## src/rtl/hazard_controller.sv

```systemverilog
// Pipeline sequencing controller: stall/flush decisions for load-use, taken branches and
// multi-cycle Execute ops, Execute-stage forwarding selects and a saturating stall counter.
module hazard_controller #(
    parameter int unsigned RegW = 4,
    parameter int unsigned CntW = 4
) (
    input  logic            clk_i,
    input  logic            rst_ni,
    input  logic [RegW-1:0] rs1_d_i,
    input  logic [RegW-1:0] rs2_d_i,
    input  logic [RegW-1:0] rs1_e_i,
    input  logic [RegW-1:0] rs2_e_i,
    input  logic [RegW-1:0] rd_e_i,
    input  logic [RegW-1:0] rd_m_i,
    input  logic [RegW-1:0] rd_w_i,
    input  logic            mem_read_e_i,
    input  logic            reg_write_m_i,
    input  logic            reg_write_w_i,
    input  logic            pc_src_e_i,
    input  logic            mc_start_e_i,
    input  logic [CntW-1:0] mc_cycles_e_i,
    output logic            stall_f_o,
    output logic            stall_d_o,
    output logic            stall_e_o,
    output logic            flush_d_o,
    output logic            flush_e_o,
    output logic            flush_m_o,
    output logic [1:0]      forward_a_e_o,
    output logic [1:0]      forward_b_e_o,
    output logic [15:0]     stall_cnt_o
);

    typedef enum logic [0:0] {StRun, StMcWait} state_e;

    state_e          state_q, state_d;
    logic [CntW-1:0] cnt_q, cnt_d;
    logic [15:0]     stall_cnt_q, stall_cnt_d;

    logic lw_haz;
    logic mc_go;
    logic mc_hold;

    assign lw_haz = mem_read_e_i && (rd_e_i != '0) &&
                    ((rd_e_i == rs1_d_i) || (rd_e_i == rs2_d_i));
    assign mc_go  = (state_q == StRun) && mc_start_e_i && (mc_cycles_e_i > CntW'(1));
    // Hold covers both the launch cycle and every wait cycle except the release cycle.
    assign mc_hold = mc_go || ((state_q == StMcWait) && (cnt_q > CntW'(1)));

    // Stall/flush outputs are forced low while reset is asserted so an active
    // multi-cycle request cannot hold the pipeline during reset.
    always_comb begin
        stall_f_o = 1'b0;
        stall_d_o = 1'b0;
        stall_e_o = 1'b0;
        flush_d_o = 1'b0;
        flush_e_o = 1'b0;
        flush_m_o = 1'b0;
        if (rst_ni) begin
            if (mc_hold) begin
                stall_f_o = 1'b1;
                stall_d_o = 1'b1;
                stall_e_o = 1'b1;
                flush_m_o = 1'b1;
            end else begin
                stall_f_o = lw_haz;
                stall_d_o = lw_haz;
                flush_d_o = pc_src_e_i;
                flush_e_o = lw_haz || pc_src_e_i;
            end
        end
    end

    always_comb begin
        forward_a_e_o = 2'b00;
        if (reg_write_m_i && (rd_m_i != '0) && (rd_m_i == rs1_e_i)) begin
            forward_a_e_o = 2'b10;
        end else if (reg_write_w_i && (rd_w_i != '0) && (rd_w_i == rs1_e_i)) begin
            forward_a_e_o = 2'b01;
        end
    end

    always_comb begin
        forward_b_e_o = 2'b00;
        if (reg_write_m_i && (rd_m_i != '0) && (rd_m_i == rs2_e_i)) begin
            forward_b_e_o = 2'b10;
        end else if (reg_write_w_i && (rd_w_i != '0) && (rd_w_i == rs2_e_i)) begin
            forward_b_e_o = 2'b01;
        end
    end

    always_comb begin
        state_d = state_q;
        cnt_d   = cnt_q;
        unique case (state_q)
            StRun: begin
                if (mc_go) begin
                    state_d = StMcWait;
                    cnt_d   = mc_cycles_e_i - CntW'(1);
                end
            end
            StMcWait: begin
                if (cnt_q > CntW'(1)) begin
                    cnt_d = cnt_q - CntW'(1);
                end else begin
                    state_d = StRun;
                    cnt_d   = '0;
                end
            end
            default: begin
                state_d = StRun;
                cnt_d   = '0;
            end
        endcase
    end

    assign stall_cnt_d = (stall_f_o && (stall_cnt_q != 16'hFFFF)) ? stall_cnt_q + 16'd1
                                                                  : stall_cnt_q;
    assign stall_cnt_o = stall_cnt_q;

    always_ff @(posedge clk_i or negedge rst_ni) begin
        if (!rst_ni) begin
            state_q     <= StRun;
            cnt_q       <= '0;
            stall_cnt_q <= '0;
        end else begin
            state_q     <= state_d;
            cnt_q       <= cnt_d;
            stall_cnt_q <= stall_cnt_d;
        end
    end

endmodule

```

## config.mk

```make
export PLATFORM = sky130hd
export DESIGN_NAME = hazard_controller
export DESIGN_NICKNAME = d
export VERILOG_FILES = /design/src/rtl/hazard_controller.sv
export SDC_FILE = /design/constraint.sdc
export NUM_CORES = 1
export LEC_CHECK = 0
export ABC_AREA = 1
export CAP_MARGIN = 20
export CORE_UTILIZATION = 49
export CTS_CLUSTER_DIAMETER = 60
export DETAILED_ROUTE_END_ITERATION = 8
export GPL_TIMING_DRIVEN = 0
export PLACE_DENSITY = 0.87
export SETUP_SLACK_MARGIN = 0.3
export SYNTH_ARGS = -nofsm -noshare
export SYNTH_HDL_FRONTEND = slang
export SYNTH_SLANG_ARGS = --single-unit
```

## constraint.sdc

```tcl
create_clock -name clk_i -period 4.3 [get_ports clk_i]
set_clock_uncertainty 0.2 [all_clocks]
set_input_delay 0.645 -clock clk_i [delete_from_list [all_inputs] [get_ports clk_i]]
set_output_delay 0.645 -clock clk_i [all_outputs]
set_load 0.02 [all_outputs]
```

==> impl_metrics.csv <==
group,metric,value,unit
global_routing,grt_pass1_wl,7583,um
synthesis,syn_inst,274,
place,place_congestion,0.8409,
global_routing,grt.total_usage,23.53,%
synthesis,yosys.cell_types.count,27,
setup_path,start_kind,"input pin",
setup_path,path_delay_family,"buffers and inverters",
timing,layout_min_cycle_time,3.716,ns
synthesis,synth_edf_count,0,
timing,fin_setup_tns,0,ns
setup_path,worstPathRequired,3.45,ns
setup_path,max_stage_delay,0.58,ns
floorplan,die_h,62.66,um
timing,worst_slew_pin_slew,0.4458,ns
timing,fin_ws,0.5844,ns
clock_network,root_buffer,"clkbuf_8",
clock_network,postCtsSetupRepairBufs,0,
timing,rsz0062_at_grt,"false",
setup_path,path_max_fanout,11,
timing,setup_violations,0,
pwr,p_leak,0.001261,uW
detailed_routing,drt_wl_total,4375,um
synthesis,synth.top_cell.area_share,29.15,%
status,status,"finished clean",
timing,fin_crit_sh,86.41,%
global_routing,antenna_found_initial,0,
detailed_routing,drt_iter0_drc,93,
timing,slew_viol_final,0,
layout,n_antenna_cell,0,
floorplan,rows,21,
synthesis,yosysTopAreaCell,"dfrtp_1",
place,dp_slack,0.2090,ns
synthesis,ys_async_sr_fraction,100.0,%
synthesis,seq_area_frac_synth,29.15,%
setup_path,worst_setup_path_end_kind,"output pin",
global_routing,grt_max_degree,25,
setup_path,crit_slowest_cell,"clkdlybuf4s50_1",
setup_path,startpoint,"mc_cycles_e_i[0]",
timing,relSlewSlack,70.28,%
setup_path,reg2reg_depth,11,
layout,syn_to_final_growth,42.05,%
setup_path,crit_buf_inv,5,
detailed_routing,drc_errors,0,
layout,drive_gt1_share,6.997,%
global_routing,overflow,0,
clock_network,clk_path_buf_depth,2,
synthesis,synth.top_cells.by_area,"dfrtp_1 29%, nand2_1 19%, inv_1 7.5%",
floorplan,die_area,0.003926,mm2
setup_path,crit_end,"stall_f_o",
synthesis,avgSynthCellArea,6.580,um2
synthesis,ys.flop_type,"dfrtp_1",
setup_path,path_depth,11,
clock_network,cts_buffers,3,
layout,finalNetCount,388,
synthesis,synth_commonest_cells,"92 x nand2_1, 36 x inv_1, 25 x nor2_1",
clock_network,clk_latency,0.26,ns
setup_path,reg2reg_slack,2.40,ns
setup_path,cp.arrival,2.87,ns
setup_path,timing.rr.start,"cnt_q[0]$_DFFE_PN0P_",
detailed_routing,vias,1895,
timing,hold_violations,0,
synthesis,synthesis.area,0.001803,mm2
clock_network,path_clk_slew,0.08,ns
pwr,power_density,365.6,mW/mm2
floorplan,start_util,52.38,%
synthesis,synth.most_common_cell,"nand2_1",
setup_path,path_cells,"clkdlybuf4s50_1, inv_1, ha_1, o21ai_1, nand3_1, nand2_2, nand2_2, nand2_4, buf_6, buf_4, clkdlybuf4s50_1",
place,port_buffers,64,
detailed_routing,vias_per_cell,4.871,
clock_network,cts_tree,"done",
detailed_routing,dr.pass1.iters,4,
clock_network,htree_levels,1,
run,maxCapViolations,0,
timing,hold_ws,0.2216,ns
detailed_routing,ant_nets,0,
clock_network,cts_sinks,21,
synthesis,yosysWarnings,0,
timing,fmax,269.1,MHz
floorplan,io_pins,65,
worst_hold_path,holdCritPathClass,"input pin to asynchronous set/reset pin",
floorplan,core,0.003442,mm2
synthesis,syn_nets,318,
pwr,peakVddDrop,0.0003388,V
place,dpl.hpwl,3419,um
global_routing,grt_pass1_vias,1763,
detailed_routing,wl_per_cell,11.25,um
setup_path,r2r-end,"stall_cnt_o[14]$_DFFE_PN0P_",
synthesis,ys_ff_latch,21,
setup_path,critPathKind,"input pin to output pin",
floorplan,die_w,62.66,um
[how the worst min path moves through the flow]
stage | start | endpoint | slack (ns) | cells past startpoint
2_1_floorplan | rst_ni | cnt_q[0]$_DFFE_PN0P_ | 0.15 | 0
3_3_place_gp | stall_cnt_o[15]$_DFFE_PN0P_ | stall_cnt_o[15]$_DFFE_PN0P_ | 0.33 | 2
3_5_place_dp | stall_cnt_o[15]$_DFFE_PN0P_ | stall_cnt_o[15]$_DFFE_PN0P_ | 0.34 | 2
4_1_cts | stall_cnt_o[15]$_DFFE_PN0P_ | stall_cnt_o[15]$_DFFE_PN0P_ | 0.36 | 2
5_1_grt | rst_ni | stall_cnt_o[15]$_DFFE_PN0P_ | 0.25 | 1
6_report | rst_ni | stall_cnt_o[7]$_DFFE_PN0P_ | 0.22 | 1
[report_power, final]
part	total, uW	internal, uW	switching (uW)	leakage, uW
Combinational	503	230	273	0.000959
Clock	130	64.6	65.7	0.0000255
Sequential	303	246	57.0	0.000277
Total	936	541	396	0.00126
[sequential cells by signal, summed over array words and instances, names as in the netlist]
name / flops
stall_cnt_o: 16
cnt_q: 4
state_q: 1
[layout make-up]
cell class	instances	area, um2
clock inverter	1	5.005
buffer	5	48.80
inverter	41	153.9
clock buffer	3	41.29
timing repair buffer	65	654.4
sequential	21	525.5
multi-input combinational	207	1075
tap	46	57.56
fill	297	880.8
[what timing repair did]
item / 4_1_cts / 5_1_grt
resized for setup: 1 / 0
hold buffers: 0 / 0
endpoints found under the setup margin: 1 / 0
[metal layers]
layer	GRT usage, %	wire length [um]
met4	7.558	52
met2	39.54	2035
met1	31.23	2080
met3	2.920	208
met5	0	0
[layout by cell type (no fill, tap or decap), types with 5 or more instances in the layout]
master	instances
nand2_1	92
clkdlybuf4s50_1	63
inv_1	36
nor2_1	25
nand3_1	22
dfrtp_1	21
xnor2_1	15
nand4_1	7
xor2_1	7
o21ai_0	6
nor3_1	5
inv_2	5
a21oi_1	5
ha_1	5
[cell families after synthesis]
group | count (synthesis) | share of synthesized area (%)
AND/OR/NAND/NOR | 164 | 40.80
flip-flops | 21 | 29.15
AO/OA/AOI/OAI | 16 | 4.650
buffers and inverters | 46 | 11.24
XOR/XNOR | 22 | 10.69
adder cells (fa/ha/maj) | 5 | 3.470
[stage by stage]
step / total power, uW / util [%] / std cells / area, um2
4_1_cts: 943.0 / 73.97 / 388 / 2546
2_1_floorplan: 611.8 / - / 274 / 1803
3_5_place_dp: 810.2 / 72.66 / 384 / 2501
5_1_grt: 1021 / 74.41 / 389 / 2561
6_report: 936.4 / 74.41 / 389 / 2561
3_3_place_gp: 795.5 / 72.66 / 384 / 2501
Note: power is estimated with default switching activity, not from simulation.
